File: src/rtl/cordic_output_stage.sv
// rtl/cordic_output_stage.sv - CORDIC gain compensation, round/saturate and output FIFO
module cordic_output_stage #(
    parameter int FUNC_WIDTH    = 1,
    parameter int DATA_WIDTH    = 16,
    parameter int DATA_OP_WIDTH = 18,
    parameter int NUM_DATA      = 3,
    parameter int EN_SCALE      = 1,
    parameter int K_Q15         = 19898,
    parameter int UP_LAT        = 2,
    parameter int FIFO_DEPTH    = 8
) (
    input  logic                                   i_clk,
    input  logic                                   i_rst_n,
    input  logic                                   i_vld,
    input  logic [FUNC_WIDTH+NUM_DATA*DATA_OP_WIDTH-1:0] i_data,
    output logic                                   o_in_rdy,
    output logic                                   o_vld,
    input  logic                                   i_rdy,
    output logic [FUNC_WIDTH+NUM_DATA*DATA_WIDTH-1:0] o_data,
    output logic                                   o_ovf,
    output logic [$clog2(FIFO_DEPTH):0]            o_count
);
    localparam int OUT_W = FUNC_WIDTH + NUM_DATA * DATA_WIDTH;
    localparam int PW    = DATA_OP_WIDTH + 17;
    localparam int RW    = PW + 1;
    localparam int QW    = RW - 15;
    localparam int AW    = $clog2(FIFO_DEPTH);
    localparam int CW    = AW + 1;
    localparam int SW    = CW + 2;
    // Unscaled build multiplies by 1.0 in Q1.15, which is exactly X<<15.
    localparam logic signed [16:0] K_S = 17'((EN_SCALE != 0) ? K_Q15 : 32768);
    localparam logic signed [DATA_WIDTH-1:0] S_MAX = {1'b0, {(DATA_WIDTH-1){1'b1}}};
    localparam logic signed [DATA_WIDTH-1:0] S_MIN = {1'b1, {(DATA_WIDTH-1){1'b0}}};

    logic [FUNC_WIDTH-1:0]           in_func;
    logic signed [DATA_OP_WIDTH-1:0] in_x, in_y, in_z;

    assign in_func = i_data[FUNC_WIDTH+NUM_DATA*DATA_OP_WIDTH-1 -: FUNC_WIDTH];
    assign in_x    = i_data[2*DATA_OP_WIDTH +: DATA_OP_WIDTH];
    assign in_y    = i_data[DATA_OP_WIDTH +: DATA_OP_WIDTH];
    assign in_z    = i_data[0 +: DATA_OP_WIDTH];

    // Round half-up then clamp a scaled product to the output range.
    function automatic logic signed [DATA_WIDTH-1:0] rnd_sat(input logic signed [PW-1:0] p);
        logic signed [QW-1:0] q;
        q = QW'((RW'(p) + RW'(16384)) >>> 15);
        if (q[QW-1:DATA_WIDTH-1] == {(QW-DATA_WIDTH+1){q[QW-1]}})
            return q[DATA_WIDTH-1:0];
        else
            return q[QW-1] ? S_MIN : S_MAX;
    endfunction

    // Clamp an unscaled operand to the output range.
    function automatic logic signed [DATA_WIDTH-1:0] sat_z(input logic signed [DATA_OP_WIDTH-1:0] z);
        if (z[DATA_OP_WIDTH-1:DATA_WIDTH-1] == {(DATA_OP_WIDTH-DATA_WIDTH+1){z[DATA_OP_WIDTH-1]}})
            return z[DATA_WIDTH-1:0];
        else
            return z[DATA_OP_WIDTH-1] ? S_MIN : S_MAX;
    endfunction

    logic                            s1_vld;
    logic [FUNC_WIDTH-1:0]           s1_func;
    logic signed [DATA_OP_WIDTH-1:0] s1_z;
    logic signed [PW-1:0]            s1_px, s1_py;

    // Stage 1: gain multiply, carry tag and Z alongside.
    always_ff @(posedge i_clk or negedge i_rst_n) begin
        if (!i_rst_n) begin
            s1_vld  <= 1'b0;
            s1_func <= '0;
            s1_z    <= '0;
            s1_px   <= '0;
            s1_py   <= '0;
        end else begin
            s1_vld  <= i_vld;
            s1_func <= in_func;
            s1_z    <= in_z;
            s1_px   <= PW'(in_x) * PW'(K_S);
            s1_py   <= PW'(in_y) * PW'(K_S);
        end
    end

    logic                         s2_vld;
    logic [FUNC_WIDTH-1:0]        s2_func;
    logic signed [DATA_WIDTH-1:0] s2_x, s2_y, s2_z;

    // Stage 2: round and saturate back to output width.
    always_ff @(posedge i_clk or negedge i_rst_n) begin
        if (!i_rst_n) begin
            s2_vld  <= 1'b0;
            s2_func <= '0;
            s2_x    <= '0;
            s2_y    <= '0;
            s2_z    <= '0;
        end else begin
            s2_vld  <= s1_vld;
            s2_func <= s1_func;
            s2_x    <= rnd_sat(s1_px);
            s2_y    <= rnd_sat(s1_py);
            s2_z    <= sat_z(s1_z);
        end
    end

    logic [OUT_W-1:0] mem [FIFO_DEPTH];
    logic [AW-1:0]    wr_ptr, rd_ptr;
    logic [CW-1:0]    count;
    logic             full, pop, wr_en, drop;

    assign full  = (count == CW'(FIFO_DEPTH));
    assign o_vld = (count != '0);
    assign pop   = o_vld && i_rdy;
    // A full FIFO still accepts a word when the head leaves in the same cycle.
    assign wr_en = s2_vld && (!full || pop);
    assign drop  = s2_vld && full && !pop;

    // FIFO storage; head is read straight from the array.
    always_ff @(posedge i_clk) begin
        if (wr_en)
            mem[wr_ptr] <= {s2_func, s2_x, s2_y, s2_z};
    end

    // FIFO pointers, occupancy and sticky drop flag.
    always_ff @(posedge i_clk or negedge i_rst_n) begin
        if (!i_rst_n) begin
            wr_ptr <= '0;
            rd_ptr <= '0;
            count  <= '0;
            o_ovf  <= 1'b0;
        end else begin
            if (wr_en)
                wr_ptr <= wr_ptr + 1'b1;
            if (pop)
                rd_ptr <= rd_ptr + 1'b1;
            if (wr_en && !pop)
                count <= count + 1'b1;
            else if (!wr_en && pop)
                count <= count - 1'b1;
            if (drop)
                o_ovf <= 1'b1;
        end
    end

    assign o_data  = o_vld ? mem[rd_ptr] : '0;
    assign o_count = count;

    // Reserve room for everything already in flight, upstream and here.
    assign o_in_rdy = (SW'(count) + SW'(s1_vld) + SW'(s2_vld) + SW'(UP_LAT + 1)) < SW'(FIFO_DEPTH);

endmodule
File: config.mk
export PLATFORM = sky130hd
export DESIGN_NAME = cordic_output_stage
export DESIGN_NICKNAME = d
export VERILOG_FILES = /design/src/rtl/cordic_output_stage.sv
export SDC_FILE = /design/constraint.sdc
export NUM_CORES = 1
export LEC_CHECK = 0
export CAP_MARGIN = 30
export CORE_MARGIN = 2
export CORE_UTILIZATION = 47
export DETAILED_ROUTE_END_ITERATION = 10
export GPL_ROUTABILITY_DRIVEN = 1
export PLACE_DENSITY = 0.67
export SLEW_MARGIN = 20
export SYNTH_ARGS = -nofsm -noshare
export SYNTH_HDL_FRONTEND = slang
export SYNTH_SLANG_ARGS = --single-unit
File: constraint.sdc
create_clock -name i_clk -period 4.5 [get_ports i_clk]
set_input_delay 0.675 -clock i_clk [delete_from_list [all_inputs] [get_ports i_clk]]
set_output_delay 0.675 -clock i_clk [all_outputs]
set_load 0.02 [all_outputs]
Yosys cells after proc, flatten, opt, wreduce, memory -nomap -nowiden:

Memories as Yosys holds them, arrays and structs flattened.
Index checks and enable logic that the tools add are counted.

* $add $sub $neg: 9
* $mul: 2
* $lt $le $gt $ge: 1
* equality and inequality tests: 4
* muxes and demuxes: 11
* reduce and logical (&&, ||, !) cells: 12

Operator list (count)
* 2-to-1 mux 16 bit: 6
* adder 34 x 16 -> 35 bit, second input constant: 2
* multiplier 18 x 15 -> 33 bit, second input constant: 2
* 2-to-1 mux 49 bit: 1
* == test 5 bit: 2
* 2-to-1 mux 4 bit: 2
* adder 3 x 1 -> 3 bit, second input constant: 2
* adder 5 x 1 -> 6 bit: 1
* adder 6 x 2 -> 6 bit, second input constant: 1
* logical AND 1 bit: 6
* less-than comparator 6 x 4 -> 1 bit, second input constant: 1
* adder 4 x 1 -> 5 bit: 1
* adder 4 x 1 -> 4 bit, second input constant: 1
* == test 4 bit, second input constant: 1
* nonzero test 4 bit: 1
* subtractor 4 x 1 -> 4 bit, second input constant: 1
* logical NOT 1 bit: 3
* == test 2 bit: 1
* 2-to-1 mux 1 bit: 2
* nonzero test 2 bit: 1
* logical OR 1 bit: 1

* register bits: 147
* memory bits (writable): 392
* output and inout port bits: 56
* logic and storage cells: 54
* memories: 1

Memories
* mem: depth 8, bits a word 49, read ports 1, clocked after Yosys merged registers in 0, write ports 1, RTL line 104 `logic [OUT_W-1:0] mem [FIFO_DEPTH];`

Logic depth before layout (Yosys ltp):

Gate-level depths: netlist of the first run.

* word-level depth: 8
* gate-level depth with buffers: 22

Worst setup path before layout of the first run:

OpenSTA, ideal clock, no wires.

* path type: input to register
* start: in i_data[52]
* end: reg, netlist name s1_px[33]
* setup time: 0.080 ns
* data arrival time: 5.508 ns
* required time: 4.420 ns
* slack: -1.088 ns
* stages: 18
* buffers on the path: 0
* cell sequence: inv_1 > ha_1 > inv_1 > fa_1 > fa_1 > fa_1 > fa_1 > inv_1 > fa_1 > inv_1 > ha_1 > a21o_1 > a2111oi_2 > a211oi_1 > or3_1 > a221o_1 > nand2_1 > xnor2_1

* cells in the longest elaborated chain, start to end: 1

Ends and longest elaborated chain
* from (decl): RTL line 15 `input logic [FUNC_WIDTH+NUM_DATA*DATA_OP_WIDTH-1:0] i_data,`
* multiplier 18 x 15 -> 33 bit: RTL line 78 `s1_px <= PW'(in_x) * PW'(K_S);`

Every way passes these cells.
A chain may end at the register's enable or synchronous reset.

Worst setup path in the final report of the first run:

* start: in i_data[48]
* end: reg s1_px[32]

* cells in the longest elaborated chain, start to end: 1

Ends and longest elaborated chain
* multiplier 18 x 15 -> 33 bit: RTL line 78
* to (signal assigned): RTL line 78
* to (decl): RTL line 64 `logic signed [PW-1:0] s1_px, s1_py;`

Every way passes these cells.

==> results of run 1 <==
==> worst max-delay path: stages <==
cell	delay [ps]
buf_12	110
buf_12	120
ha_4	250
inv_2	30
fa_1	490
inv_2	40
fa_1	500
fa_2	600
fa_1	440
fa_1	600
ha_4	220
o21ai_2	100
nand2b_1	80
o31a_1	280
o21ai_4	90
a211oi_4	90
or3_4	350
a221o_1	320
a22oi_1	190
==> cells in the mapped netlist, types with 2 or more instances <==
master and number:
buf_2 4, nor4_1 2, nor3_1 7, xor2_1 42, a21oi_1 68, and2_1 3
xnor2_1 45, o2111ai_1 2, buf_1 12, o21ai_1 7, ha_1 240, fa_1 229
o211ai_1 3, a21oi_2 12, a41oi_1 3, a31oi_1 3, mux2_2 4, mux2i_1 50
a21o_1 27, or3_1 4, edfxtp_1 392, nor3_2 3, inv_1 391, o21ai_0 10
and3_1 9, nand2b_1 8, o21a_1 12, nor2_1 130, a211oi_1 4, dfrtp_1 121
nand2_1 50, and4_1 5, nand4_1 10, clkbuf_1 28, nand3_1 17, o21bai_1 4
mux4_2 98
==> how the worst min path moves through the flow <==
| stage | startpoint | end | slack [ps] |
|---|---|---|---|
| 2_1_floorplan | s1_func | s2_func | 330 |
| 3_3_place_gp | s1_func | s2_func | 340 |
| 3_5_place_dp | s1_func | s2_func | 340 |
| 4_1_cts | i_rst_n | s2_z[2] | 200 |
| 5_1_grt | i_rst_n | s1_z[2] | 230 |
| 6_report | i_rst_n | s2_z[2] | 190 |
==> cell type report <==
| type | count | area share |
|---|---|---|
| timing repair buffer | 394 | 0.09344 |
| inverter | 392 | 0.04034 |
| sequential | 513 | 0.4018 |
| clock buffer | 59 | 0.03304 |
| multi-input combinational | 1130 | 0.3950 |
| antenna | 1 | 0.00006791 |
| tap | 846 | 0.02872 |
| clock inverter | 20 | 0.007504 |
==> sequential cells by signal, indices dropped and copies added, names as in the netlist <==
| signal | flops |
|---|---|
| o_ovf | 1 |
| s2_x | 16 |
| wr_ptr | 3 |
| rd_ptr | 3 |
| s2_vld | 1 |
| mem | 392 |
| s2_z | 16 |
| s2_func | 1 |
| s2_y | 16 |
| s1_px | 20 |
| o_count | 4 |
| s1_func | 1 |
| s1_z | 18 |
| s1_py | 20 |
| s1_vld | 1 |
==> cell families after synthesis <==
kind of cell             count (synthesis)  share of synthesized area
XOR/XNOR                                87                    0.02554
multiplexers                           152                    0.09227
AND/OR/NAND/NOR                        252                    0.03779
AO/OA/AOI/OAI                          170                    0.03829
flip-flops                             513                     0.4961
adder cells (fa/ha/maj)                469                     0.2543
buffers and inverters                  438                    0.05566
==> stage by stage <==
| stage | std cells | TNS (ps) | setup slack (ps) | instance area (um2) | util |
|---|---|---|---|---|---|
| finish | 3355 | -15820 | -649.2 | 36850 | 0.5852 |
| global route | 3355 | -21170 | -779.5 | 36850 | 0.5852 |
| CTS | 3348 | -16750 | -739.3 | 36480 | 0.5793 |
| detailed placement | 3245 | -59260 | -1866 | 34410 | 0.5465 |
| global placement | 3245 | -57760 | -1840 | 34410 | 0.5465 |
| floorplan | 2081 | -18860 | -876.3 | 30340 | - |
==> routing by layer <==
metal,wire length [um],up-vias,global-route usage
met5,19,-,0
met2,30750,251,0.3333
met4,736,4,0.03395
met3,2223,61,0.02169
li1,-,7935,-
met1,26750,8561,0.2559
==> what timing repair did <==
| item | 4_1_cts | 5_1_grt |
|---|---|---|
| endpoints found under the setup margin | 40 | 40 |
| resized for setup | 238 | 89 |
| hold endpoints to repair | 0 | 0 |
| hold buffers | 0 | 0 |
| pin swaps | 112 | 69 |
| setup buffers | 31 | 13 |
==> results.toml, run 1 <==
[yosys]
synth_edf_count = 392
synth_area_per_cell_um2 = 14.33
synth_warnings = 0
syn_inst = 2081
synth_top_area_frac = 0.3946
synth-async-reset-ratio = 0.2359
synth_seq_cells = 513
synth_flop_cell = "edfxtp_1"
post_synth_instance_area_um2 = 29830
synthesis.nets = 2609
ys_seq_area_frac = 0.4961
synth_cell_types = 59
synth_area_leaders = "edfxtp_1 (39%), fa_1 (15%), dfrtp_1 (10%)"
synth_top_area_cell = "edfxtp_1"

[die]
start_util = 0.4738
fp.dieArea_um2 = 65500
die_w_um = 255.9
die-height_um = 255.9
ioPinCount = 115
fp.coreArea_um2 = 62970
placementRows = 92

[sta]
relSlewSlack = 0.4238
hold_violations = 0
fin_crit_sh = 1.144
setup_viol = 36
whs_ps = 185.4
fmax_ghz = 0.1942
min_period_ps = 5149
slew_viol_final = 0
finalClockSkew_ps = 20.47
rsz0062_at_grt = "true"
worst_slew_pin_slew_ps = 859.3
fin_ws_ps = -649.2

[cts]
clk_latency_ps = 550
cts_num_sinks = 513
clk_pin_slew_ps = 70
cts_buffers = 43
cts_buffer_depth = 3
htreeDepth = 2
cts_tree = "yes"
ctsRootBufferMaster = "clkbuf_16"

[setup_path]
cp-end-kind = "flop"
crit_fanout = 4
r2r_cells = 9
crit_end = "s1_px[32]"
worstSetupPathType = "input port to flop"
startpoint_type = "input port"
critPathLaunch = "i_data[48]"
critPathRequiredTime_ps = 4950
r2r-start = "s1_px[15]"
cp.arrival_ps = 5600
rrSetupSlack_ps = 1480
r2r_end = "s2_x[2]"

[run_status]
violations = "negative setup slack"
status = "finished, violations left"

[routing]
viasPerCell = 5.011
num_vias = 16810
drt-initial-drc-count = 828
drcViolationCount = 0
first_pass_iters = 5
drt_wl_total_um = 60480
wl_per_cell_um = 18.03
ant_nets = 0

[global_route]
grt.total_usage = 0.1889
grt_overflow = 0
antenna_found_initial = 3
grt_pass1_wl_um = 98390
grt_max_degree = 83
grt_pass1_vias = 18380

[layout]
multi_input_area_um2 = 14560
nets = 3002
post_route_cells_drive_above_1_share = 0.2795
final_cell_mix = "edfxtp_1 (392), inv_1 (348), buf_4 (255), fa_1 (213), ha_1 (177)"
fill_cells = 4884
regArea_um2 = 14810
syn_to_final_growth_pct = 23.53
layout_commonest_cell = "edfxtp_1"

[place]
io_buffers = 114
hpwl_um = 44550
place.gp.congestion = 0.8725

[job]
cap_violations = 0

[min_path]
hold_path.class = "input port to asynchronous set/reset pin"
Power of run 1 is left out: the tool's default activity adds up to more than one toggle a clock period on the data nets, which glitch-free logic cannot reach.
==> run 2, diff against run 1 <==
--- a/config.mk
+++ b/config.mk
@@ -15,3 +15,4 @@
 export SYNTH_ARGS = -nofsm -noshare
 export SYNTH_HDL_FRONTEND = slang
 export SYNTH_SLANG_ARGS = --single-unit
+export TNS_END_PERCENT = 20
==> run 2 against run 1 <==
Compared with the run above: the run still ends with negative setup slack left; final cell count down 0.45%; maximum frequency down 0.13%; hold slack better by 17 ps; core utilization down 0.46 points; first-iteration DRC count down 1.2%; setup slack worse by 6.6 ps; sequential cell count unchanged; largest cell class unchanged; sequential share of layout area up 0.32 points; global-route usage up 0.076 points; register-to-register slack better by 110 ps; via count up 0.75%; critical endpoint is now s1_px[33]; critical path type unchanged.
==> results.toml, run 2 (synthesis results as in run 1) <==
[run_status]
status = "finished, violations left"
violations = "negative setup slack"

[routing]
num_vias = 16940
wl_per_cell_um = 18.21
viasPerCell = 5.071
drt_wl_total_um = 60830
drt-initial-drc-count = 818
drcViolationCount = 0
first_pass_iters = 5
ant_nets = 0

[sta]
fin_ws_ps = -655.8
worst_slew_pin_slew_ps = 990.9
setup_viol = 36
finalClockSkew_ps = 16.86
hold_violations = 0
fmax_ghz = 0.1940
fin_crit_sh = 1.146
relSlewSlack = 0.3394
slew_viol_final = 0
min_period_ps = 5156
rsz0062_at_grt = "true"

[cts]
clk_pin_slew_ps = 60
cts_buffers = 45
cts_num_sinks = 513
cts_buffer_depth = 3
cts_tree = "yes"
ctsRootBufferMaster = "clkbuf_16"
clk_latency_ps = 550
htreeDepth = 2

[global_route]
grt.total_usage = 0.1897
grt_overflow = 0
grt_use_met1 = 0.2583
gr-usage-met3 = 0.01555
grt_pass1_vias = 18500
grt_pass1_wl_um = 99000
grt_use_met2 = 0.3384
antenna_found_initial = 0
grt-busiest-layer = "met2"
grt_max_degree = 60

[setup_path]
slowest_stage = "fa_1"
cp_cell_sequence = "buf_6, buf_8, ha_4, inv_2, fa_1, inv_2, fa_1, fa_2, fa_1, fa_1, ha_4, o21ai_1, nand2b_1, o31a_1, o21ai_4, a211oi_4, or3_4, a221o_1, nand2_1, xnor2_1"
r2r-start = "o_count[1]"
critPathRequiredTime_ps = 4970
worstSetupPathType = "input port to flop"
r2r_end = "o_count[3]"
critPathTopFamily = "adder cells"
cp-end-kind = "flop"
startpoint_type = "input port"
cp.arrival_ps = 5630
r2r_cells = 12
path_common_cell = "fa_1"
slowest_delay_ps = 600
cp_num_buf_inv = 4
crit_fanout = 5
rrSetupSlack_ps = 1590

[layout]
syn_to_final_growth_pct = 22.56
fill_cells = 4898
layout_commonest_cell = "edfxtp_1"
post_route_cells_drive_above_1_share = 0.2678
post-route-cell-area_um2 = 36560
largest_register = "mem"
final_cell_mix = "edfxtp_1 (392), inv_1 (350), buf_4 (240), fa_1 (209), ha_1 (179)"
largest_reg_flops = 392
nets = 2987
diodes = 0
reg.largest.list = "mem: 392 flops, s1_px: 20 flops, s1_py: 20 flops"

[place]
place.gp.congestion = 0.8806
io_buffers = 114
dpl_cell_area_um2 = 34380
hpwl_um = 43710

[die]
fp.dieArea_um2 = 65500
ioPinCount = 115
die-height_um = 255.9
die_w_um = 255.9
placementRows = 92
start_util = 0.4738
fp.coreArea_um2 = 62970

[job]
cap_violations = 0

[min_path]
hold_path.class = "input port to asynchronous set/reset pin"
## run 2: how the worst max path moves through the flow
| stage | start | endpoint | cells after the start | slack (ps) |
|---|---|---|---|---|
| finish | i_data[46] | s1_px[33] | 20 | -660 |
| global route | i_data[46] | s1_px[33] | 23 | -810 |
| CTS | i_data[48] | s1_px[33] | 22 | -890 |
| detailed placement | i_data[25] | s1_py[31] | 19 | -1810 |
| global placement | i_data[25] | s1_py[31] | 19 | -1780 |
| floorplan | i_data[25] | s1_py[31] | 18 | -880 |
## run 2: layout make-up
| type | count | area [um2] | share of cell area |
|---|---|---|---|
| clock buffer | 71 | 1346 | 0.03682 |
| multi-input combinational | 1130 | 14460 | 0.3956 |
| timing repair buffer | 377 | 3318 | 0.09076 |
| tap | 846 | 1059 | 0.02895 |
| inverter | 392 | 1479 | 0.04045 |
| clock inverter | 11 | 87.58 | 0.002396 |
| sequential | 513 | 14810 | 0.4050 |
## run 2: worst reg2reg max path, cell delays in order (launching register included)
cell and delay, ps:
dfrtp_1 490, nor4_2 420, buf_12 330, inv_1 120
nand2_1 160, ha_1 210, inv_1 90, ha_1 280
a21o_1 160, a21oi_1 180, xnor2_1 140, nor2_1 70
xor2_1 140
## run 2: stage by stage
step	TNS, ps	util	instances	hold WS, ps	setup WS (ps)
2_1_floorplan	-48350	-	2081	331.2	-876.3
3_3_place_gp	-55430	0.5460	3238	332.0	-1779
3_5_place_dp	-58110	0.5460	3238	341.6	-1812
4_1_cts	-19390	0.5772	3341	224.1	-892.6
5_1_grt	-19780	0.5806	3340	240.1	-807.9
6_report	-14670	0.5806	3340	202.8	-655.8
## run 2: layer usage
layer	wire, um	vias to the layer above
met3	1771	47
met5	0	-
li1	-	7918
met4	692	0
met1	26820	8719
met2	31550	254
## run 2: timing repair
action,4_1_cts,5_1_grt
setup endpoints to repair,40,39
pin swaps,82,78
setup buffers,22,3
hold buffers,0,0
resized for setup,198,96
Power of run 2 is left out for the same reason.
==> run 3, diff against run 2 <==
--- a/config.mk
+++ b/config.mk
@@ -7,10 +7,10 @@
 export LEC_CHECK = 0
 export CAP_MARGIN = 30
 export CORE_MARGIN = 2
-export CORE_UTILIZATION = 47
+export CORE_UTILIZATION = 35
+export CTS_BUF_LIST = sky130_fd_sc_hd__clkbuf_2
 export DETAILED_ROUTE_END_ITERATION = 10
 export GPL_ROUTABILITY_DRIVEN = 1
-export PLACE_DENSITY = 0.67
 export SLEW_MARGIN = 20
 export SYNTH_ARGS = -nofsm -noshare
 export SYNTH_HDL_FRONTEND = slang
==> run 3 against run 2 <==
Compared with the run above: the run still ends with negative setup slack left; non-clock buffer count is 38 higher; clock-buffer cell count is 88 higher; maximum frequency is 7.3% higher; critical path depth is 1 lower; sequential cell count stayed put; hold slack worse by 50 ps; final cell count is 14% higher; sequential share of layout area is 0.30 points lower; first-iteration DRC count is 19% lower; register-to-register slack worse by 70 ps; core utilization is 15 points lower; final area is 0.76% higher.
==> results.toml, run 3 (synthesis results as in run 1) <==
[setup_path]
cp-end-kind = "flop"
cp.arrival_ps = 5710
cp.depth = 19
startpoint_type = "input port"
critPathTopFamily = "adder cells"
critPathRequiredTime_ps = 5410
slowest_delay_ps = 590
cp_cell_sequence = "buf_12, ha_4, inv_2, fa_1, fa_1, fa_1, inv_2, fa_1, fa_1, ha_4, a21o_1, o21ai_2, a21oi_2, a211o_1, a22o_1, a221oi_2, nand3_1, o211ai_1, xnor2_1"
cp_num_buf_inv = 3
critPathLaunch = "i_data[24]"
r2r_end = "s2_x[1]"
crit_fanout = 5
slowest_stage = "fa_1"
crit_end = "s1_py[32]"
path_common_cell = "fa_1"
rrSetupSlack_ps = 1520
r2r_cells = 9
r2r-start = "s1_px[14]"
worstSetupPathType = "input port to flop"

[cts]
clk_pin_slew_ps = 110
cts_num_sinks = 513
cts_buffers = 107
cts_buffer_depth = 3
clk_latency_ps = 1050
ctsRootBufferMaster = "clkbuf_2"
cts_tree = "yes"
htreeDepth = 3

[routing]
num_vias = 17220
first_pass_iters = 5
viasPerCell = 4.532
wl_per_cell_um = 16.97
drt_wl_total_um = 64490
ant_nets = 0
drcViolationCount = 0
drt-initial-drc-count = 663

[die]
start_util = 0.3515
die_w_um = 295.9
fp.coreArea_um2 = 84880
die-height_um = 295.9
ioPinCount = 115
fp.dieArea_um2 = 87580
placementRows = 107

[place]
hpwl_um = 46450
place_ws_ps = -1839
io_buffers = 114
place.gp.congestion = 0.8485

[sta]
fin_ws_ps = -303.1
slew_viol_final = 0
hold_violations = 0
fmax_ghz = 0.2082
min_period_ps = 4803
relSlewSlack = 0.4108
fin_crit_sh = 1.067
worst_slew_pin_slew_ps = 883.8
finalClockSkew_ps = 89.33
setup_viol = 21
rsz0062_at_grt = "true"

[job]
cap_violations = 0

[global_route]
grt_pass1_wl_um = 103000
grt_overflow = 0
grt.total_usage = 0.1510
grt_max_degree = 87
grt_pass1_vias = 19190
antenna_found_initial = 3

[layout]
largest_register = "mem"
syn_to_final_growth_pct = 23.48
fill_cells = 7821
post_route_cells_drive_above_1_share = 0.2950
nets = 3087
largest_reg_flops = 392
final_cell_mix = "edfxtp_1 (392), inv_1 (352), buf_4 (250), fa_1 (210), ha_1 (178)"
reg.largest.list = "mem: 392 flops, s1_px: 20 flops, s1_py: 20 flops"
layout_commonest_cell = "edfxtp_1"

[run_status]
status = "finished, violations left"
violations = "negative setup slack"

[min_path]
hold_path.class = "input port to flop"
run 3: per-layer routing:
layer | up-vias | global-route usage | routed length (um)
li1 | 8195 | - | -
met1 | 8717 | 0.1900 | 27900
met5 | - | 0 | 0
met4 | 0 | 0.03769 | 907
met3 | 70 | 0.01941 | 1960
met2 | 241 | 0.2746 | 33730
run 3: repair_timing:
item                                    CTS  global route
setup buffers                            24            12
resized for setup                       145           126
endpoints found under the setup margin   40            51
pin swaps                                80            99
hold endpoints to repair                104             1
hold buffers                             20             1
run 3: layout make-up:
cell class                 instances  area (um2)  share of cell area
clock inverter                    45       245.2            0.006657
antenna                            2       5.005           0.0001359
tap                             1144        1431             0.03886
multi-input combinational       1130       14420              0.3915
inverter                         392        1471             0.03994
timing repair buffer             415        3657             0.09928
sequential                       513       14810              0.4020
clock buffer                     159       795.8             0.02160
run 3: stage by stage:
stage	hold slack, ps	cells	TNS, ps	cell area, um2	utilization
CTS	4.094	3790	-3136	36420	0.4291
global placement	339.2	3543	-56490	34780	0.4098
finish	152.8	3800	-3161	36840	0.4340
global route	15.68	3800	-4119	36840	0.4340
floorplan	331.2	2081	-48350	30330	-
detailed placement	350.4	3543	-57890	34780	0.4098
run 3: worst min path at each step:
stage                           from   endpoint  depth (start not counted)  slack [ps]
after global placement       s1_func    s2_func                          0         340
after CTS                  i_data[2]    s1_z[2]                          1           4
after floorplan              s1_func    s2_func                          0         330
final                     i_data[53]  s1_px[33]                          4         150
after global routing      i_data[53]  s1_px[33]                          4          20
after detailed placement     s1_func    s2_func                          0         350
run 3: worst reg2reg max path, stage by stage (launching register included):
cell      delay [ps]
dfrtp_1          390
ha_1             190
nand3_1          170
nor3_2           330
and3_1           330
nand3_1          110
a211oi_1         250
a41oi_1           80
o21ai_2          620
a21oi_1          280
Power of run 3 is left out for the same reason.
